[config.mk]
export PLATFORM = sky130hd
export DESIGN_NAME = pipe_trace_buffer
export DESIGN_NICKNAME = d
export VERILOG_FILES = /design/src/rtl/pipe_trace_buffer.sv
export SDC_FILE = /design/constraint.sdc
export NUM_CORES = 1
export LEC_CHECK = 0
export CAP_MARGIN = 20
export CELL_PAD_IN_SITES_DETAIL_PLACEMENT = 0
export CELL_PAD_IN_SITES_GLOBAL_PLACEMENT = 1
export CORE_UTILIZATION = 50
export DETAILED_ROUTE_END_ITERATION = 10
export DONT_BUFFER_PORTS = 1
export HOLD_SLACK_MARGIN = 0.08
export PLACE_DENSITY = 0.7
export SLEW_MARGIN = 40
export SYNTH_ARGS = -nofsm -noshare
export SYNTH_HDL_FRONTEND = slang
export SYNTH_SLANG_ARGS = --single-unit
[constraint.sdc]
create_clock -name clk -period 5.8 [get_ports clk]
set_clock_uncertainty 0.05 [all_clocks]
set_input_delay 0.58 -clock clk [delete_from_list [all_inputs] [get_ports clk]]
set_output_delay 0.58 -clock clk [all_outputs]
set_load 0.05 [all_outputs]
[src/rtl/pipe_trace_buffer.sv]
`default_nettype none
// ============================================================================
// pipe_trace_buffer : circular capture of pipeline probes with PC trigger,
//                     post-trigger freeze and valid/ready readout.
// Revision 1.0
// ============================================================================
module pipe_trace_buffer #(
   parameter int DATA_W = 8,
   parameter int DEPTH  = 16
) (
   input  logic                        clk,
   input  logic                        rst,
   input  logic                        output_en,
   input  logic                        probe_valid,
   input  logic [DATA_W-1:0]           probe_pc,
   input  logic [DATA_W-1:0]           probe_instr,
   input  logic [DATA_W-1:0]           probe_alu,
   input  logic [DATA_W-1:0]           probe_wb,
   input  logic                        arm,
   input  logic                        abort,
   input  logic                        dump,
   input  logic [DATA_W-1:0]           trig_pc,
   input  logic [$clog2(DEPTH):0]      post_trig,
   output logic                        rd_valid,
   input  logic                        rd_ready,
   output logic [4*DATA_W-1:0]         rd_data,
   output logic                        rd_last,
   output logic [2:0]                  state,
   output logic                        triggered,
   output logic [$clog2(DEPTH):0]      fill_count
);

   localparam int AW = $clog2(DEPTH);
   localparam int CW = AW + 1;
   localparam logic [CW-1:0] c_MAX_REM = CW'(DEPTH - 1);
   localparam logic [CW-1:0] c_FULL    = CW'(DEPTH);

   typedef enum logic [2:0] {
      S_IDLE  = 3'd0,
      S_ARMED = 3'd1,
      S_POST  = 3'd2,
      S_DONE  = 3'd3,
      S_DUMP  = 3'd4
   } state_t;

   state_t            r_state;
   logic [AW-1:0]     r_wp;
   logic [AW-1:0]     r_rp;
   logic [CW-1:0]     r_fill;
   logic [CW-1:0]     r_rem;
   logic [CW-1:0]     r_cnt;
   logic              r_trig;
   logic [4*DATA_W-1:0] r_mem [DEPTH];

   logic              w_take;
   logic              w_hit;
   logic [CW-1:0]     w_rem_init;
   logic              w_xfer;

   assign w_take     = ((r_state == S_ARMED) || (r_state == S_POST)) &&
                       output_en && probe_valid && !abort;
   assign w_hit      = (r_state == S_ARMED) && (probe_pc == trig_pc);
   assign w_rem_init = (post_trig > c_MAX_REM) ? c_MAX_REM : post_trig;
   assign w_xfer     = (r_state == S_DUMP) && rd_ready;

   // Buffer contents need no reset; only entries inside the fill window are read.
   always_ff @(posedge clk) begin
      if (w_take) begin
         r_mem[r_wp] <= {probe_wb, probe_alu, probe_instr, probe_pc};
      end
   end

   always_ff @(posedge clk) begin
      if (rst) begin
         r_state <= S_IDLE;
         r_wp    <= '0;
         r_rp    <= '0;
         r_fill  <= '0;
         r_rem   <= '0;
         r_cnt   <= '0;
         r_trig  <= 1'b0;
      end else if (abort) begin
         r_state <= S_IDLE;
         r_fill  <= '0;
         r_trig  <= 1'b0;
      end else begin
         if (w_take) begin
            r_wp <= r_wp + 1'b1;
            if (r_fill != c_FULL) begin
               r_fill <= r_fill + 1'b1;
            end
         end
         case (r_state)
            S_IDLE: begin
               if (arm) begin
                  r_wp    <= '0;
                  r_fill  <= '0;
                  r_trig  <= 1'b0;
                  r_state <= S_ARMED;
               end
            end
            S_ARMED: begin
               if (w_take && w_hit) begin
                  r_trig  <= 1'b1;
                  r_rem   <= w_rem_init;
                  r_state <= (w_rem_init == '0) ? S_DONE : S_POST;
               end
            end
            S_POST: begin
               if (w_take) begin
                  r_rem <= r_rem - 1'b1;
                  if (r_rem == CW'(1)) begin
                     r_state <= S_DONE;
                  end
               end
            end
            S_DONE: begin
               if (dump) begin
                  // Full window (fill == DEPTH) wraps to rp == wp: oldest entry.
                  r_rp    <= r_wp - r_fill[AW-1:0];
                  r_cnt   <= r_fill;
                  r_state <= S_DUMP;
               end
            end
            S_DUMP: begin
               if (w_xfer) begin
                  r_rp  <= r_rp + 1'b1;
                  r_cnt <= r_cnt - 1'b1;
                  if (r_cnt == CW'(1)) begin
                     r_state <= S_IDLE;
                     r_fill  <= '0;
                     r_trig  <= 1'b0;
                  end
               end
            end
            default: r_state <= S_IDLE;
         endcase
      end
   end

   assign rd_valid   = (r_state == S_DUMP);
   assign rd_data    = rd_valid ? r_mem[r_rp] : '0;
   assign rd_last    = rd_valid && (r_cnt == CW'(1));
   assign state      = r_state;
   assign triggered  = r_trig;
   assign fill_count = r_fill;

endmodule
`default_nettype wire
Word level (Yosys, flattened, before mapping)
Memory sizes are Yosys's and may differ from the RTL's. A register that Yosys moved wholly into a read port is not among the register bits.
Index checks and enable logic that the tools add are counted.
Widths: inputs -> output; s select.
{ "word_totals": {"ff_bits": 27, "ram_bits": 512, "in_bits": 53, "output_inout_bits": 43, "word_cells": 88, "memories": 1} }
{ "mem_list": {"columns": ["memory", "depth", "word_bits", "read_ports", "rd_clocked_by_memory_dff", "wr", "line_no", "text"], "rows": [
  ["r_mem", 16, 32, 1, 1, 1, "53", "logic [4*DATA_W-1:0] r_mem [DEPTH];"]
]} }
{ "op_classes": {"addsub": 6, "magnitude_cmp": 1, "n_eq_ne": 15, "mux": 38, "bitwise_logic": 1, "reduce_logical": 19} }
{ "op_table": {"columns": ["op", "n"], "rows": [
  ["$mux 5", 10],
  ["$mux 32", 1],
  ["$pmux 5 s2", 3],
  ["$mux 4", 7],
  ["$mux 3", 7],
  ["$pmux 3 s5", 1],
  ["$eq 5x1->1 const B", 2],
  ["$sub 5x1->5 const B", 2],
  ["$add 4x1->4 const B", 2],
  ["$eq 8x8->1", 1],
  ["$ne 2x1->1 const B", 4],
  ["$pmux 4 s2", 1],
  ["$reduce_and 4->1", 2],
  ["$logic_and 1x1->1", 7],
  ["$mux 1", 7],
  ["$reduce_and 7->1", 1],
  ["$eq 3x2->1 const B", 2],
  ["$ne 2x2->1 const B", 3],
  ["$add 5x1->5 const B", 1],
  ["$gt 5x4->1 const B", 1],
  ["$logic_not 5->1", 1],
  ["$ne 5x5->1 const B", 1],
  ["$reduce_and 5->1", 1],
  ["$reduce_bool 2->1", 2],
  ["10 further kinds", 10]
]} }

Logic depth before layout (Yosys ltp)
{ "depth": {"ltp_word": 9, "ltp_mapped": 8, "depth_no_buf": 7} }

Worst setup path before layout
No wires, ideal clock.
{ "synth_path": {"path_kind": "reg-to-reg", "startpoint": "reg r_state[1] (netlist: state[1])", "endpoint": "mem r_mem[0][0] (netlist bit), enable pin", "setup_time_ns": 0.461, "arrival_ns": 3.915, "required_time_ns": 5.289, "setup_slack_ns": 1.374, "stages_incl_launch_ff": 6, "n_path_buf": 1, "period_less_slack_ns": 4.426, "path_cell_list": "dfxtp_1 -> nand2b_1 -> a2111oi_4 -> buf_2 -> nand2_1 -> nor3_1"} }
{ "synth_via": {"elab_chain_cells": 7, "elab_cells_between_ends": 8, "cone_classes": "2 x eq/ne; 2 x mux; 4 x reduce/logical"} }
{ "synth_rtl": {"columns": ["element", "line_no", "text"], "rows": [
  ["start, declared", "46", "state_t r_state;"],
  ["start signal, assigned", "106", "r_state <= (w_rem_init == '0) ? S_DONE : S_POST;"],
  ["$eq 3x1->1 / $eq 3x2->1 (equally long branches)", "60", "assign w_take = ((r_state == S_ARMED) || (r_state == S_POST)) &&"],
  ["$logic_or 1x1->1 *", "60", null],
  ["$logic_and 1x1->1 *", "60", null],
  ["$logic_and 1x1->1 * (2 in a row)", "61", "output_en && probe_valid && !abort;"],
  ["$mux 1 *", "68", "if (w_take) begin"],
  ["$mux 1 (not written as such) *", "69", "r_mem[r_wp] <= {probe_wb, probe_alu, probe_instr, probe_pc};"],
  ["end, declared", "53", null]
]} }
Every way passes the cells marked *; elsewhere a longest branch is shown, timed or not.

Final worst setup path
{ "layout_path": {"startpoint": "reg r_state[2] (netlist: state[2])", "endpoint": "out rd_data[19]"} }
{ "layout_via": {"elab_chain_cells": 2} }
{ "layout_rtl": {"columns": ["element", "line_no", "text"], "rows": [
  ["$eq 3x3->1", "141", "assign rd_valid = (r_state == S_DUMP);"],
  ["net rd_valid", "24", "output logic rd_valid,"],
  ["$mux 32", "142", "assign rd_data = rd_valid ? r_mem[r_rp] : '0;"],
  ["end, declared", "26", "output logic [4*DATA_W-1:0] rd_data,"]
]} }
The timed path passes the listed nets, and every way through them passes these cells.

==> run metrics <==
EDFF count, synth=512; number of vias per cell after detailed routing=approximately 6.1; setup slack of the most critical reg-to-reg path=2030 ps; final-report hold violation count=0; worst hold slack=119 ps; std cell rows=75; Max-Slew Margin vs Limit=44.1%; weighted congestion reported at the end of routability-driven placement=approximately 0.80; Routed WL=between 40000 and 50000 um; all-layer global routing usage=21.3%; data arrival time at the worst-slack endpoint=3420 ps; FF+latch count, synth=roughly 540; top cell type's share of synthesized area=71.9%; antenna violations before repair=3; non-filler cells in the finished layout=1658; crit-path cells=or3b_1 -> inv_2 -> buf_4 -> and2_1; fmax=247 MHz; share of flip-flops with an asynchronous set or reset after synthesis=0%; setup TNS=0 ps; vias in the first global route=10500; Power Density=326 mW/mm2; Critical Path RT=5170 ps; setup repair after global routing missed its margin=false; via count of the routed design=10100; CTS root buf=clkbuf_16; Final Critical Period=4050 ps; leading register cell type out of synthesis=edfxtp_1; count of routing violations after the opening detailed-route iteration=773; type of the worst setup path=register to output port; DIE WIDTH=209 um; detail-routed net length per standard cell=27.1 um; crit-path max FO=35; number of setup violations in the final report=0; share of post-route cells with drive strength above 1=around 27%; die area=about 0.044 mm2; startpoint type of the worst setup path=register; cts bufs inserted=55; core occupancy in the finished layout=58.5%; hold crit path type=primary input to register; effective utilization at floorplan=50.9%; insertion delay of the later-clocked pin in the worst-skew pair=600 ps; pin count of the biggest net entering global routing=69; Critical Path Source=state[2]$_SDFFE_PP0P_; cell count after placement=1522; average footprint of a synthesized cell=approximately 21 um2; Synth Net Count=1065; register area share after synthesis=74.8%; number of levels in the clock H-tree=2; vertical die dimension=209 um; leading area contributor after synthesis=edfxtp_1; count of max-cap constraint violations=0; wire length of the first global-routing pass=67500 um; cell type of the slowest stage on the worst timing path=dfxtp_2; Placeable Area=0.0420 mm2; Area growth syn-to-layout=15.0%; top post-synthesis cells by count=edfxtp_1, mux4_2, nor2_1; sinks on the clock net=543; count of synthesis-stage warnings from yosys=0; overflow left after global routing=0; Nets=1142; number of setup buffers added after CTS=0; measured slew at the worst slew-check pin=838 ps; Final Cycle Share=between 60 and 70%; result of the run=completed; top post-synthesis cells by area=edfxtp_1, mux4_2, dfxtp_1; number of remaining DRC errors=0; count of nets left with antenna violations after detail routing=0; gate count of the mapped netlist=997; static leakage=about 7.5 nW; CTS Buffer Depth=3; Pre-Repair DR Iteration Count=5; placed wire-length estimate after detailed placement=25600 um; number of buffer cells added on primary ports=0; combined area of all synthesized cells=0.0214 mm2; launch point of the worst reg-to-reg path=state[1]$_SDFFE_PP0P_; element type at the critical path end=output port; clock-pin transition on the worst setup and hold timing paths=60 ps; count leader, synth=edfxtp_1; unique cell type count in the Yosys netlist=54; max-slew violation count=0; Top Ports=96; highest ir drop seen on vdd=258 uV; longest individual stage delay on the worst path=680 ps; beginning of the worst hold path=rst; CTS tree=yes
==> power breakdown <==
group | internal, mW | leakage [nW] | switching [mW]
combinational | 0.0320 | 1.74 | 0.0678
clock | 2.15 | 0.902 | 1.48
sequential | 4.29 | 4.85 | 0.00679
==> state kept, by name, summed over array words and instances, names as in the netlist, named ones only <==
name	count
r_rp	4
r_cnt	5
r_wp	4
r_rem	5
fill_count	5
state	3
triggered	1
r_mem	512
==> what timing repair did <==
item	in CTS	in global routing
endpoints found under the hold margin	531	0
endpoints found under the setup margin	0	0
gates resized for setup	0	0
hold buffers	34	0
==> layer usage <==
metal | vias to the layer above | part of all wire (%) | track usage, % | routed length (um)
li1 | 4313 | - | - | -
met1 | 5463 | 44 | 30.8 | 19900
met2 | 256 | 49 | 33.8 | 22200
met3 | 63 | 4.6 | 3.98 | 2070
met4 | 2 | 1.9 | 5.32 | 840
met5 | - | 0.022 | 0 | 10
==> worst max-delay path: cells and delay by family, from the launching register on <==
kind | cells | cell delay, ps
DFF | 1 | 680
buffers and inverters | 2 | 1010
and+or+nand+nor | 2 | 1110
==> path summary, 6_finish.rpt <==
path | endpoint | cells past startpoint
max | rd_data[19] | 4
min | r_rem[4]$_SDFFE_PP0P_ | 2
max reg2reg | r_mem[10][11]$_DFFE_PP_ | 5
min reg2reg | register | 2
==> stage by stage <==
step / worst slack, ps / cell area (um2) / total power, mW
6_report: 1750 / 24600 / 8.02
5_1_grt: 1530 / 24600 / 8.24
4_1_cts: 1660 / 24600 / 8.09
3_5_place_dp: 2000 / 22400 / 4.41
3_3_place_gp: 1890 / 22200 / 4.41
2_1_floorplan: 1370 / 21400 / 4.41
==> cells by family after synthesis <==
kind of cell	synth area share, %
adder cells (fa/ha/maj)	0.912
flip-flops	74.8
AND/OR/NAND/NOR	3.37
AO/OA/AOI/OAI	1.95
buffers and inverters	1.29
multiplexers	17.0
XOR/XNOR	0.655
==> cell usage in the layout (no fill, tap or decap), drive strengths merged, types with 6 or more instances in the layout <==
| cell type | count |
|---|---|
| bufinv | 9 |
| clkbuf | 64 |
| dlygate4sd3 | 34 |
| mux4 | 160 |
| and2 | 33 |
| xor2 | 12 |
| a21oi | 15 |
| nor2 | 40 |
| o21ai | 11 |
| nand4 | 6 |
| nand2b | 8 |
| edfxtp | 512 |
| clkinv | 21 |
| ha | 14 |
| dfxtp | 31 |
| nor3 | 9 |
| nand2 | 20 |
| inv | 18 |
| buf | 36 |
==> area by class of cell <==
cell class / instances / area [um2]
inverter: 15 / 56.3
tap: 539 / 674
fill: 3003 / 17400
multi-input combinational: 389 / 5240
sequential: 543 / 16000
clock buffer: 64 / 1410
timing repair buffer: 70 / 758
clock inverter: 37 / 447
antenna: 1 / 2.50
Note: power is estimated with default switching activity, not from simulation.
==> edit (same flow settings) <==
The parameter `DATA_W` goes from 8 to 6.
--- a/src/rtl/pipe_trace_buffer.sv
+++ b/src/rtl/pipe_trace_buffer.sv
@@ -5,7 +5,7 @@
 // Revision 1.0
 // ============================================================================
 module pipe_trace_buffer #(
-   parameter int DATA_W = 8,
+   parameter int DATA_W = 6,
    parameter int DEPTH  = 16
 ) (
    input  logic                        clk,
Interface: changed (6 resized); port bits go from 96 to 78. The function was not compared with the original's and may differ.
==> edit against the unedited design <==
- routed wire length is 22% lower
- via count is 21% lower
- critical path depth unchanged
- final area is 24% lower
- sequential cell count fell by 128
- sequential power is 23% lower
- sequential share of layout area fell by 0.34 points
- area after synthesis decreased by 23%
- largest cell class unchanged
- worst setup slack improved by 0.058 ns
- critical endpoint is now rd_data[14]
- power down 25%
==> edit: results (changes against the unedited design) <==
VDD IR max 0.264 mV (+2.4%); worst-margin pin slew 0.792 ns (-0.0460 ns); CTS root buf clkbuf_16; vias in the first global route 8,280 (-21%); Post-Synth XOR/XNOR Area 0.846% (+0.19 points); drt pass-1 iters 4 (-1); outcome finished clean; Total GRT Usage 21.6% (+0.35 points); post-synth net total 868 (-18%); Routed WL 35,200 um (-22%); CP arrival 3.36 ns (-0.06 ns); Placed Instances 1,235 (-19%); DP Area 17,100 sq um (-24%); worst slack at placement 2.29 ns (+0.293 ns); Final nets 924 (-19%); initial antenna violation count 2 (-1); pin count of the biggest net entering global routing 41 (-41%); multiplexer share of the synthesized area 16.4% (-0.59 points); WL per Instance 26.2 um (-3.3%); GPL Wtd Cong 0.801 (+0.53%); Post-synth EDFFs 384 (-25%); Internal 4820 uW (-26%); sequential area share after synthesis 73.4% (-1.4 points); max FFs per register 384 (-25%); RR Startpoint state[1]$_SDFFE_PP0P_; Synth Area in Adders 1.18% (+0.27 points); first-pass GRT wire length 52,600 um (-22%); post-detail-place hpwl 18,400 um (-28%); Skew-Pair Late Insertion Delay 0.54 ns (-0.06 ns); fraction of layout cells with a size suffix above 1 26.2% (-1.2 points); Hold Buf Count CTS 28 (-18%); leak pwr 0.00572 uW (-24%); vias 7,991 (-21%); Compound-Gate Fraction of Synth Area 2.36% (+0.40 points); FF-to-FF End r_mem[15][3]$_DFFE_PP_; cell count after synthesis 810 (-19%); # port buffers 0 (unchanged); R2R depth 6 (+1); Netlist cell types 51 (-5.6%); CTS Buf Count 43 (-22%)
-- edit: metal layers --
layer / vias to the layer above / wire length [um] / track usage (%)
met4: 0 / 817 / 6.13
li1: 3446 / - / -
met5: - / 0 / 0
met2: 239 / 17700 / 35.9
met1: 4239 / 15000 / 30.1
met3: 67 / 1750 / 3.13
-- edit: worst max-delay path, cell delays in order (launching register included) --
cell	delay, ns
dfxtp_4	0.80
buf_4	0.53
mux4_2	0.56
mux4_2	0.54
and2_1	0.36
-- edit: layout make-up --
type                    instances  area (sq um)
diodes                          1          2.50
clock buffers                  48          1090
clock inverters                32           268
fillers                      2426         13700
inverters                      16          62.6
multi-input cells             337          4150
flip-flops and latches        415         12200
well taps                     442           553
repair buffers                 53           493
-- edit: how the worst min path moves through the flow --
| stage | startpoint | endpoint | slack [ns] | cells after the start |
|---|---|---|---|---|
| floorplan | r_rp[3]$_SDFFE_PP0P_ | flip-flop | 0.41 | 2 |
| global placement | r_rp[3]$_SDFFE_PP0P_ | r_rp[3]$_SDFFE_PP0P_ | 0.42 | 2 |
| detailed placement | r_rem[4]$_SDFFE_PP0P_ | r_rem[4]$_SDFFE_PP0P_ | 0.43 | 2 |
| CTS | rst | r_rem[2]$_SDFFE_PP0P_ | 0.15 | 2 |
| global route | rst | r_rem[2]$_SDFFE_PP0P_ | 0.16 | 2 |
| finish | rst | r_rem[2]$_SDFFE_PP0P_ | 0.17 | 2 |
-- edit: power by group through the flow --
stage / Clock [uW] / Sequential, uW / Combinational [uW]
floorplan: 0 / 3340 / 54.3
global placement: 0 / 3350 / 64.1
detailed placement: 0 / 3350 / 66.9
CTS: 2680 / 3280 / 116
global route: 2800 / 3280 / 126
finish: 2630 / 3290 / 115
